**src/rtl/pattern_gen_pkg.sv**
```systemverilog
// Shared definitions for the stream pattern generator: mode encodings,
// LFSR seed/taps and the scheduler state encoding.
package pattern_gen_pkg;

  localparam logic [1:0] PG_MODE_CNT   = 2'd0;
  localparam logic [1:0] PG_MODE_CONST = 2'd1;
  localparam logic [1:0] PG_MODE_LFSR  = 2'd2;

  localparam logic [31:0] PG_LFSR_SEED = 32'hACE1_0001;
  // Galois feedback mask for x^32 + x^22 + x^2 + x + 1 (right-shifting form)
  localparam logic [31:0] PG_LFSR_TAPS = 32'h8020_0003;

  typedef enum logic [1:0] {
    PG_IDLE  = 2'd0,
    PG_ARMED = 2'd1,
    PG_SEND  = 2'd2,
    PG_DONE  = 2'd3
  } pg_state_e;

  // One Galois step: shift right, fold the taps in when the bit shifted out is 1
  function automatic logic [31:0] pg_lfsr_step(input logic [31:0] s);
    logic [31:0] fb;
    if (s[0]) begin
      fb = PG_LFSR_TAPS;
    end else begin
      fb = 32'h0000_0000;
    end
    return {1'b0, s[31:1]} ^ fb;
  endfunction

endpackage

```
**src/rtl/pg_lfsr32.sv**
```systemverilog
// 32-bit Galois LFSR that steps once per adv pulse; exposes both the
// current state and the state it will take on the next step.
module pg_lfsr32
  import pattern_gen_pkg::*;
(
  input  logic        clk,
  input  logic        rst,
  input  logic [31:0] seed,
  input  logic        adv,
  output logic [31:0] state,
  output logic [31:0] state_next
);

  logic [31:0] state_r;

  assign state_next = pg_lfsr_step(state_r);
  assign state      = state_r;

  // Load the seed on reset, otherwise step only when asked
  always_ff @(posedge clk) begin
    if (rst) begin
      state_r <= seed;
    end else if (adv) begin
      state_r <= state_next;
    end else begin
      state_r <= state_r;
    end
  end

endmodule

```
**src/rtl/stream_pattern_gen.sv**
```systemverilog
// Epoch-scheduled test-pattern source: once per epoch emits BURST_LEN samples
// of NUM_CH words each on a valid/ready/last stream, with overrun and
// epoch-overlap reporting.
module stream_pattern_gen
  import pattern_gen_pkg::*;
#(
  parameter int DATA_W       = 32,
  parameter int NUM_CH       = 1,
  parameter int SAMPLE_DIV   = 47,
  parameter int BURST_LEN    = 10,
  parameter int EPOCH_CYCLES = 125_000_000
) (
  input  logic              clk,
  input  logic              rst,
  input  logic              enable,
  input  logic [1:0]        mode,
  input  logic [DATA_W-1:0] const_data,
  output logic [DATA_W-1:0] m_data,
  output logic [3:0]        m_ch,
  output logic              m_valid,
  output logic              m_last,
  input  logic              m_ready,
  output logic [31:0]       epoch_cnt,
  output logic [15:0]       drop_cnt,
  output logic              overlap_err
);

  localparam logic [3:0]  LAST_CH    = 4'(NUM_CH - 1);
  localparam logic [31:0] LAST_SMP   = 32'(BURST_LEN - 1);
  localparam logic [31:0] EPOCH_LAST = 32'(EPOCH_CYCLES - 1);
  localparam logic [31:0] TICK_LAST  = 32'(SAMPLE_DIV - 1);

  pg_state_e         state_r, state_nxt_s;
  logic [31:0]       epoch_ctr_r, tick_ctr_r;
  logic              epoch_start_s, tick_s, xfer_s;
  logic [1:0]        mode_r, mode_nxt_s;
  logic [31:0]       sample_idx_r, sample_idx_nxt_s;
  logic [DATA_W-1:0] m_data_r, m_data_nxt_s;
  logic [3:0]        m_ch_r, m_ch_nxt_s;
  logic              m_valid_r, m_valid_nxt_s;
  logic              m_last_r, m_last_nxt_s;
  logic [31:0]       epoch_cnt_r, epoch_cnt_nxt_s;
  logic [15:0]       drop_cnt_r, drop_cnt_nxt_s;
  logic              overlap_r, overlap_nxt_s;
  logic              lfsr_adv_s;
  logic [31:0]       lfsr_state_s, lfsr_next_s;

  assign epoch_start_s = (epoch_ctr_r == EPOCH_LAST);
  assign tick_s        = (tick_ctr_r == TICK_LAST);
  assign xfer_s        = m_valid_r & m_ready;

  assign m_data      = m_data_r;
  assign m_ch        = m_ch_r;
  assign m_valid     = m_valid_r;
  assign m_last      = m_last_r;
  assign epoch_cnt   = epoch_cnt_r;
  assign drop_cnt    = drop_cnt_r;
  assign overlap_err = overlap_r;

  // Pattern word for a given channel; constant mode uses const_data live
  function automatic logic [DATA_W-1:0] word_data(
    input logic [1:0]        md,
    input logic [31:0]       idx,
    input logic [3:0]        ch,
    input logic [31:0]       lfsr,
    input logic [DATA_W-1:0] cdata
  );
    logic [31:0] sum;
    sum = idx + {28'd0, ch};
    case (md)
      PG_MODE_CNT:   word_data = sum[DATA_W-1:0];
      PG_MODE_CONST: word_data = cdata;
      PG_MODE_LFSR:  word_data = lfsr[DATA_W-1:0];
      default:       word_data = sum[DATA_W-1:0];
    endcase
  endfunction

  pg_lfsr32 u_lfsr (
    .clk        (clk),
    .rst        (rst),
    .seed       (PG_LFSR_SEED),
    .adv        (lfsr_adv_s),
    .state      (lfsr_state_s),
    .state_next (lfsr_next_s)
  );

  // Free-running epoch timer and sample-tick divider (divider realigns each epoch)
  always_ff @(posedge clk) begin
    if (rst) begin
      epoch_ctr_r <= 32'd0;
      tick_ctr_r  <= 32'd0;
    end else begin
      if (epoch_start_s) begin
        epoch_ctr_r <= 32'd0;
      end else begin
        epoch_ctr_r <= epoch_ctr_r + 32'd1;
      end
      if (epoch_start_s || tick_s) begin
        tick_ctr_r <= 32'd0;
      end else begin
        tick_ctr_r <= tick_ctr_r + 32'd1;
      end
    end
  end

  // Next-state, next-word and status computation for the burst scheduler
  always_comb begin
    state_nxt_s      = state_r;
    mode_nxt_s       = mode_r;
    sample_idx_nxt_s = sample_idx_r;
    m_valid_nxt_s    = m_valid_r;
    m_data_nxt_s     = m_data_r;
    m_ch_nxt_s       = m_ch_r;
    m_last_nxt_s     = m_last_r;
    epoch_cnt_nxt_s  = epoch_cnt_r;
    drop_cnt_nxt_s   = drop_cnt_r;
    lfsr_adv_s       = 1'b0;

    // Any epoch boundary outside IDLE is ignored but flagged, sticky until reset
    if (epoch_start_s && (state_r != PG_IDLE)) begin
      overlap_nxt_s = 1'b1;
    end else begin
      overlap_nxt_s = overlap_r;
    end

    case (state_r)
      PG_IDLE: begin
        if (epoch_start_s && enable) begin
          state_nxt_s      = PG_ARMED;
          mode_nxt_s       = mode;
          sample_idx_nxt_s = 32'd0;
        end else begin
          state_nxt_s = PG_IDLE;
        end
      end
      PG_ARMED: begin
        if (tick_s) begin
          state_nxt_s   = PG_SEND;
          m_valid_nxt_s = 1'b1;
          m_ch_nxt_s    = 4'd0;
          m_data_nxt_s  = word_data(mode_r, sample_idx_r, 4'd0, lfsr_state_s, const_data);
          m_last_nxt_s  = (LAST_CH == 4'd0) && (sample_idx_r == LAST_SMP);
        end else begin
          state_nxt_s = PG_ARMED;
        end
      end
      PG_SEND: begin
        // A tick while the previous sample is still draining is lost
        if (tick_s) begin
          if (drop_cnt_r == 16'hFFFF) begin
            drop_cnt_nxt_s = drop_cnt_r;
          end else begin
            drop_cnt_nxt_s = drop_cnt_r + 16'd1;
          end
        end else begin
          drop_cnt_nxt_s = drop_cnt_r;
        end
        if (xfer_s) begin
          lfsr_adv_s = (mode_r == PG_MODE_LFSR);
          if (m_ch_r == LAST_CH) begin
            m_valid_nxt_s    = 1'b0;
            m_last_nxt_s     = 1'b0;
            sample_idx_nxt_s = sample_idx_r + 32'd1;
            if (sample_idx_r == LAST_SMP) begin
              state_nxt_s = PG_DONE;
            end else begin
              state_nxt_s = PG_ARMED;
            end
          end else begin
            // Next channel goes out back-to-back; LFSR value is the post-step one
            m_ch_nxt_s   = m_ch_r + 4'd1;
            m_data_nxt_s = word_data(mode_r, sample_idx_r, m_ch_r + 4'd1, lfsr_next_s, const_data);
            m_last_nxt_s = ((m_ch_r + 4'd1) == LAST_CH) && (sample_idx_r == LAST_SMP);
            state_nxt_s  = PG_SEND;
          end
        end else begin
          state_nxt_s = PG_SEND;
        end
      end
      PG_DONE: begin
        state_nxt_s     = PG_IDLE;
        epoch_cnt_nxt_s = epoch_cnt_r + 32'd1;
      end
      default: begin
        state_nxt_s   = PG_IDLE;
        m_valid_nxt_s = 1'b0;
        m_last_nxt_s  = 1'b0;
      end
    endcase
  end

  // Scheduler state and registered stream/status outputs
  always_ff @(posedge clk) begin
    if (rst) begin
      state_r      <= PG_IDLE;
      mode_r       <= PG_MODE_CNT;
      sample_idx_r <= 32'd0;
      m_valid_r    <= 1'b0;
      m_data_r     <= '0;
      m_ch_r       <= 4'd0;
      m_last_r     <= 1'b0;
      epoch_cnt_r  <= 32'd0;
      drop_cnt_r   <= 16'd0;
      overlap_r    <= 1'b0;
    end else begin
      state_r      <= state_nxt_s;
      mode_r       <= mode_nxt_s;
      sample_idx_r <= sample_idx_nxt_s;
      m_valid_r    <= m_valid_nxt_s;
      m_data_r     <= m_data_nxt_s;
      m_ch_r       <= m_ch_nxt_s;
      m_last_r     <= m_last_nxt_s;
      epoch_cnt_r  <= epoch_cnt_nxt_s;
      drop_cnt_r   <= drop_cnt_nxt_s;
      overlap_r    <= overlap_nxt_s;
    end
  end

endmodule

```
**config.mk**
```make
export PLATFORM = sky130hd
export DESIGN_NAME = stream_pattern_gen
export DESIGN_NICKNAME = d
export VERILOG_FILES = /design/src/rtl/pattern_gen_pkg.sv /design/src/rtl/pg_lfsr32.sv /design/src/rtl/stream_pattern_gen.sv
export SDC_FILE = /design/constraint.sdc
export NUM_CORES = 1
export LEC_CHECK = 0
export BUFFER_PORTS_ARGS = -buffer_cell sky130_fd_sc_hd__buf_2
export CORE_MARGIN = 5
export CORE_UTILIZATION = 35
export CTS_CLUSTER_SIZE = 30
export DETAILED_ROUTE_END_ITERATION = 16
export PLACE_DENSITY = 0.63
export SLEW_MARGIN = 0
export SYNTH_ARGS = -nofsm -noshare
export SYNTH_HDL_FRONTEND = slang
export SYNTH_SLANG_ARGS = --single-unit
```
**constraint.sdc**
```tcl
create_clock -name clk -period 3.2 [get_ports clk]
set_clock_uncertainty 0.2 [all_clocks]
set_input_delay 0.32 -clock clk [delete_from_list [all_inputs] [get_ports clk]]
set_output_delay 0.32 -clock clk [all_outputs]
set_load 0.02 [all_outputs]
```
### Word-level counts from Yosys, hierarchy flattened

Cells that the tools add are included.

* register bits after elaboration: 219
* logic and storage cells: 86
* input port bits: 38

* bitwise operators: 3
* muxes and demuxes: 31
* reductions and logical operators: 18
* $add $sub $neg: 7
* eq/ne operators: 14

Operators by type and width (number)
* $pmux W32 S2: 4
* $mux W32: 7
* $add A32 B1 Y32 const B: 4
* $add A32 B4 Y32: 1
* $eq A32 B27 Y1 const B: 1
* $eq A32 B4 Y1 const B: 1
* $eq A32 B6 Y1 const B: 1
* $xor A31 B32 Y32: 1
* $add A16 B1 Y16 const B: 1
* $eq A16 B16 Y1 const B: 1
* $mux W4: 3
* $reduce_and A4 Y1: 3
* $ne A2 B2 Y1 const B: 5
* $mux W1: 9
* $logic_not A4 Y1: 2
* $mux W2: 4
* $pmux W2 S4: 1
* $pmux W4 S2: 1
* $eq A2 B2 Y1 const B: 3
* $reduce_and A3 Y1: 2
* $reduce_bool A2 Y1: 3
* $add A4 B1 Y4 const B: 1
* $eq A2 B1 Y1 const B: 2
* $pmux W1 S2: 2
* 7 further kinds: 10

### Depth between registers and ports, before layout

Gate-level depths: netlist of the first run.

* depth after elaboration: 6
* gate-level depth with buffers: 10
* gate-level depth less buffers: 10

### Cells and area by module

From an unflattened synthesis of the first run, not the netlist that was laid out.

* cells, all modules: 1407
* area total of the unflattened synthesis: 12077.8 µm²

By module, submodules not included
* stream_pattern_gen: cells an instance 1306, area each 10326.2 µm², times used 1, seq. area each 3743.6 µm²
* pg_lfsr32: cells an instance 101, area each 1751.7 µm², times used 1, seq. area each 960.9 µm²

### Worst setup path before layout of the first run

No wires, ideal clock.

* path kind: reg-to-reg
* start: reg m_ch_r[0], in the netlist m_ch[0]
* end: reg m_data_r[8], in the netlist m_data[8]
* required time: 2.930 ns
* arrival time: 2.652 ns
* setup slack: 0.278 ns
* stages on the path, launching flop included: 10
* path through: dfxtp_1 > inv_1 > ha_1 > fa_1 > a211oi_1 > nor3_1 > and3_1 > xnor2_1 > a211o_1 > a21oi_1

* longest elaborated chain between the ends: 6

RTL lines
* start: declaration: RTL line stream_pattern_gen.sv:39 `logic [3:0] m_ch_r, m_ch_nxt_s;`
* start signal: assignment: RTL line stream_pattern_gen.sv:211 `m_ch_r <= m_ch_nxt_s;`
* $add A4 B1 Y4: RTL line stream_pattern_gen.sv:172 `m_data_nxt_s = word_data(mode_r, sample_idx_r, m_ch_r + 4'd1, lfsr_next_s, const_data);`
* $add A32 B4 Y32: RTL line stream_pattern_gen.sv:69 `sum = idx + {28'd0, ch};`
* $pmux W32 S2: RTL line stream_pattern_gen.sv:70 `case (md)`
* $mux W32: RTL line stream_pattern_gen.sv:160 `if (m_ch_r == LAST_CH) begin`
* $mux W32: RTL line stream_pattern_gen.sv:158 `if (xfer_s) begin`
* $pmux W32 S2: RTL line stream_pattern_gen.sv:126 `case (state_r)`
* end signal: assignment: RTL line stream_pattern_gen.sv:210 `m_data_r <= m_data_nxt_s;`
* end: declaration: RTL line stream_pattern_gen.sv:38 `logic [DATA_W-1:0] m_data_r, m_data_nxt_s;`

Several ways; a longest one is shown, not always the timed one. The select of a mux whose other input is x is not followed.
A chain may end at the register's enable or synchronous reset.

### Worst setup path in the final report of the first run

* start: reg m_ch_r[0], in the netlist m_ch[0]
* end: reg m_data_r[7], in the netlist m_data[7]

Same word-level chain as after synthesis.

==> impl_metrics.ini, run 1 <==
[sta]
fin_crit_sh = 0.939
max_slew_margin = 0.368
drv_slew = 0
setup_viol = 0
tns_ps = 0
rsz0062_at_grt = false
final_hold_viol_count = 0
worst_pin_slew_ps = 948
timing.final.ws_setup_ps = 195
max_freq_mhz = 333
fin_crit_ps = 3000

[drt]
antenna_left = 0
vias_per_cell = 5.40
routed_wl_um = 33600
wl_per_cell_um = 17.0
dr.first_iter.drc_count = 815
first_pass_iters = 5
drc_errors = 0
vias = 10708

[yosys]
ys_warn_count = 0
synth_cell_types = 58
synth_top_family_by_area = simple AND/OR/NAND/NOR gates
async_flop_share = 0
synth_largest_area_cell = dfxtp_1
synth_top_area_frac = 0.384
synthCells = 1419
synth.avg_cell_area_um2 = 8.04
synth_seq_area_share = 0.384
synth-edff-count = 0
ys_ff_latch = 219
syn_area_um2 = 11400
synth_adder_area_share = 0.0193
yosys_most_used_dff = dfxtp_1
synthMuxAreaShare = 0.0162
synth_common_cells = dfxtp_1 (219), nand2_1 (188), nor2_1 (184)
ys_top_cells_by_area = dfxtp_1 (38%), xor2_1 (8.0%), nand2_1 (6.2%), nor2_1 (6.1%), xnor2_1 (3.5%)
synth_xor_area_frac = 0.115
synthSimpleGateAreaFrac = 0.286
syn_nets = 1474
synth_compound_area_frac = 0.141
synthMostInstantiatedCell = dfxtp_1

[power_and_ir_drop]
ir_drop_mv = 0.349
sw_frac_of_total = 0.214
leakagePower_nw = 5.10
comb_power_share = 0.018
p_int_mw = 4.69
p_sw_mw = 1.28
p_seq_frac = 0.459
p_per_area_nw_per_um2 = 440
clkPwrFrac = 0.523

[die]
die_h_um = 191
start_util = 0.353
die_w_um = 191
core_area_um2 = 32400
die_area_um2 = 36300
rows = 66
pin_count = 125

[setup_path]
path_cells = inv_1, ha_1, ha_1, a211o_1, a21oi_1, buf_4, nor2_1, xnor2_1, a211o_1, a211oi_1
critPathMaxStageDelay_ps = 450
crit_path_max_fanout = 7
r2r_end = m_data[7]
ff2ff_path_depth = 10
r2r_start = m_ch[0]
reg2reg_slack_ps = 200
critPathKind = flip-flop to flip-flop
slowest_stage = dfxtp_1
cp-end-kind = flip-flop
cp.required_ps = 3450
startpoint = m_ch[0]
crit_path_start_kind = flip-flop
worstPathArrival_ps = 3250

[grt]
grt_pass1_wl_um = 53400
grt_pass1_vias = 9882
grt_max_degree = 51
grt_antenna_before_repair = 0
grt_overflow = 0
grt_usage = 0.177

[place]
portBuffers = 124
place.gp.congestion = 0.946
pre_cts_ws_ps = 205
post-dp-hpwl_um = 24100

[min_path]
holdPathStages = 4
min_path_type = input port to flip-flop
min_from = m_ready
min_to = m_last

[finish]
n_fill_cell = 3296
nNetsFinal = 1577
area_growth_pct = 18.8
n_antenna_cell = 0
drive_gt1_frac = 0.159

[cts]
clk_pin_slew_worst_paths_ps = 60
numCtsBuffers = 26
cts_buffer_depth = 3
htreeDepth = 1
clock_latency_ps = 540
cts_tree = yes
numClockSinks = 219
cts_root_buf = clkbuf_16

[job]
cap_violations = 0

[status]
status = complete, no violations
-- area by class of cell --
type	instances	area (µm²)	area share
clock buffer	38	776	0.0572
clock inverter	10	143	0.0105
inverter	18	67.6	0.00498
multi-input combinational	1085	6600	0.487
sequential	219	4380	0.323
tap	442	553	0.0408
timing repair buffer	172	1040	0.0764
-- layout by cell type (no fill, tap or decap), types with 6 or more instances in the layout --
| cell type | Yosys | final |
|---|---|---|
| a211oi_1 | 13 | 13 |
| nor4b_1 | 8 | 8 |
| mux2_2 | 12 | 12 |
| nand3_1 | 70 | 70 |
| and2_1 | 17 | 17 |
| inv_1 | 18 | 18 |
| a221oi_1 | 33 | 33 |
| clkbuf_8 | 0 | 8 |
| ha_1 | 16 | 15 |
| nand2_1 | 188 | 188 |
| o211ai_1 | 10 | 10 |
| dlygate4sd3_1 | 0 | 6 |
| nand4_1 | 47 | 47 |
| or4_1 | 8 | 8 |
| o31ai_1 | 10 | 10 |
| buf_2 | 9 | 123 |
| o21ai_0 | 31 | 31 |
| and3_1 | 32 | 32 |
| nor2_1 | 184 | 183 |
| dfxtp_1 | 219 | 219 |
| o2111ai_1 | 15 | 15 |
| xnor2_1 | 46 | 46 |
| clkbuf_16 | 0 | 26 |
| and4_1 | 12 | 12 |
| nor4_1 | 28 | 27 |
| a21oi_1 | 72 | 72 |
| buf_4 | 0 | 40 |
| nor3_1 | 28 | 28 |
| xor2_1 | 104 | 104 |
| a221o_1 | 7 | 7 |
| a211o_1 | 9 | 9 |
| or3_1 | 15 | 15 |
| or2_2 | 6 | 6 |
| nand2b_1 | 8 | 7 |
-- cells by family after synthesis --
family                     Yosys count
buffers and inverters              115
xor gates and xnor gates           150
muxes                               17
AOI/OAI and AO/OA                  232
and+or+nand+nor                    669
adders and majority gates           17
DFF                                219
-- power by group through the flow --
stage	clock network, mW	registers (mW)	logic (mW)
final	3.12	2.74	0.107
after global routing	3.32	2.74	0.116
after CTS	3.21	2.74	0.107
after detailed placement	0	2.80	0.102
after global placement	0	2.80	0.101
after floorplan	0	2.80	0.0527
-- worst max-delay path by stage --
stage	end	slack [ps]
6_report	m_data[7]	200
3_5_place_dp	m_data[21]	200
3_3_place_gp	m_data[26]	320
5_1_grt	m_data[26]	20
4_1_cts	mode_r[1]	20
2_1_floorplan	m_data[8]	280
-- state kept, by name (all words and copies together) (netlist names) --
name          flops
epoch_cnt        32
drop_cnt         16
m_valid           1
tick_ctr_r       32
epoch_ctr_r      32
m_ch              4
state_r           2
m_last            1
mode_r            2
m_data           32
sample_idx_r     32
overlap_err       1
u_lfsr.state     32
-- worst max-delay path: cells and delay by family, from the launching register on --
kind	cells	cell delay, ps
adder cells (fa/ha/maj)	2	680
XOR/XNOR	1	120
flip-flops	1	450
AO/OA/AOI/OAI	4	1090
AND/OR/NAND/NOR	1	50
buffers and inverters	2	330
-- per-layer routing --
layer / share of wire / vias to the layer above / GRT usage
met2: 0.43 / 320 / 0.273
met3: 0.067 / 58 / 0.0236
met4: 0.026 / 0 / 0.0489
li1: - / 5264 / -
met1: 0.47 / 5066 / 0.260
met5: 0 / - / 0
-- per-stage QoR --
| stage | utilization | hold WS [ps] | instance area (µm²) | total power, mW | std cells |
|---|---|---|---|---|---|
| after floorplan | - | 213 | 11400 | 2.85 | 1419 |
| after global placement | 0.388 | 224 | 12600 | 2.90 | 1928 |
| after detailed placement | 0.388 | 235 | 12600 | 2.90 | 1928 |
| after CTS | 0.418 | 9.34 | 13500 | 6.05 | 1982 |
| after global routing | 0.419 | 44.9 | 13600 | 6.17 | 1984 |
| final | 0.419 | 41.3 | 13600 | 5.97 | 1984 |
-- repair_timing --
item | CTS | global route
endpoints found under the hold margin | 27 | 0
hold buffers | 6 | 0
endpoints found under the setup margin | 0 | 5
setup buffers | 0 | 2
resized for setup | 0 | 1
Note: power is estimated with default switching activity, not from simulation.
==> inputs of run 2 (changes only) <==
--- a/config.mk
+++ b/config.mk
@@ -7,10 +7,10 @@
 export LEC_CHECK = 0
 export BUFFER_PORTS_ARGS = -buffer_cell sky130_fd_sc_hd__buf_2
 export CORE_MARGIN = 5
-export CORE_UTILIZATION = 35
+export CORE_UTILIZATION = 30
 export CTS_CLUSTER_SIZE = 30
 export DETAILED_ROUTE_END_ITERATION = 16
-export PLACE_DENSITY = 0.63
+export PLACE_DENSITY = 0.57
 export SLEW_MARGIN = 0
 export SYNTH_ARGS = -nofsm -noshare
 export SYNTH_HDL_FRONTEND = slang
==> impl_metrics.ini, run 2 (synthesized netlist as in run 1, its figures left out) <==
[status]
status = complete, no violations

[power_and_ir_drop]
p_per_area_nw_per_um2 = 440
ir_drop_mv = 0.317
leakagePower_nw = 5.11

[sta]
drv_slew = 0
max_slew_margin = 0.378
holdWs_ps = 36.0
rsz0062_at_grt = false
setup_viol = 0
fin_crit_sh = 0.934
fin_crit_ps = 2990
final_hold_viol_count = 0
worst_pin_slew_ps = 933
tns_ps = 0
max_freq_mhz = 335

[finish]
layout_common_cells = dfxtp_1 (219), nand2_1 (188), nor2_1 (183)
final_common_cell = dfxtp_1
fin_util = 0.363
area_growth_pct = 19.7
drive_gt1_frac = 0.161
n_fill_cell = 3911
nNetsFinal = 1580

[die]
die_w_um = 205
start_util = 0.304
pin_count = 125
die_area_um2 = 42000
die_h_um = 205
core_area_um2 = 37600
rows = 71

[min_path]
min_path_type = input port to flip-flop

[setup_path]
worstPathArrival_ps = 3250
critPathKind = flip-flop to flip-flop
crit_path_max_fanout = 7
crit_path_start_kind = flip-flop
cp-end-kind = flip-flop
cp.required_ps = 3460

[cts]
clk_pin_slew_worst_paths_ps = 60
numClockSinks = 219
cts_buffer_depth = 3
cts_tree = yes
cts_root_buf = clkbuf_16
clock_latency_ps = 540
post_cts_buffers = 0
htreeDepth = 1
numCtsBuffers = 26

[drt]
first_pass_iters = 6
vias = 10790
dr.first_iter.drc_count = 757
wl_per_cell_um = 17.2
drc_errors = 0
routed_wl_um = 35400
antenna_left = 0
vias_per_cell = 5.25

[grt]
grt_pass1_vias = 10181
grt_antenna_before_repair = 1
grt_overflow = 0
grt_usage = 0.162
grt_pass1_wl_um = 55700
grt_max_degree = 49

[place]
portBuffers = 124
post-dp-hpwl_um = 25500
place.gp.congestion = 0.921

[job]
cap_violations = 0
run 2: power breakdown:
group | leakage (nW) | total (mW) | internal, mW | switching [mW]
registers | 1.76 | 2.74 | 2.73 | 0.00563
clock network | 0.454 | 3.16 | 1.94 | 1.22
logic | 2.89 | 0.110 | 0.0344 | 0.0752
run 2: final cells by class:
| type | count | area, µm² | share of cell area |
|---|---|---|---|
| multi-input combinational | 1085 | 6610 | 0.484 |
| sequential | 219 | 4380 | 0.321 |
| timing repair buffer | 175 | 1040 | 0.0759 |
| clock buffer | 38 | 787 | 0.0576 |
| tap | 511 | 639 | 0.0468 |
| clock inverter | 9 | 131 | 0.00962 |
| inverter | 18 | 67.6 | 0.00495 |
| antenna | 1 | 2.50 | 0.000183 |
run 2: path summary, 6_finish.rpt:
path / startpoint / to / slack, ps / depth (start not counted)
setup / recovery: m_ch[0] / m_data[18] / 210 / 9
setup reg to reg: m_ch[0] / m_data[18] / 210 / 9
hold / removal: m_ready / m_ch[3] / 40 / 4
hold reg to reg: epoch_ctr_r[0] / epoch_ctr_r[0] / 240 / 1
run 2: stage by stage:
stage               total power, mW  cells  instance area, µm²  setup slack [ps]
floorplan                      2.85   1419               11400               278
global placement               2.90   2001               12700               156
detailed placement             2.90   2001               12700              56.6
CTS                            6.07   2055               13600              10.9
global route                   6.19   2056               13700              27.4
finish                         6.01   2056               13700               212
run 2: layer usage:
layer,GRT usage,part of all wire,vias to the layer above
li1,-,-,5252
met1,0.228,0.46,5118
met2,0.248,0.44,354
met3,0.0293,0.073,66
met4,0.0596,0.033,0
met5,0,0,-
run 2: timing repair:
item                                    CTS  global route
hold buffers                              7             0
endpoints found under the setup margin    0             7
endpoints found under the hold margin    21             0
gates resized for setup                   0             2
run 2: critical path, cell delays in order, from the launching register on:
cell      delay [ps]
dfxtp_1          450
ha_1             250
xor2_1           230
ha_1             280
a211oi_1          80
buf_4            160
or4_1            550
nor4_1           320
o311ai_0         170
a21oi_1          220
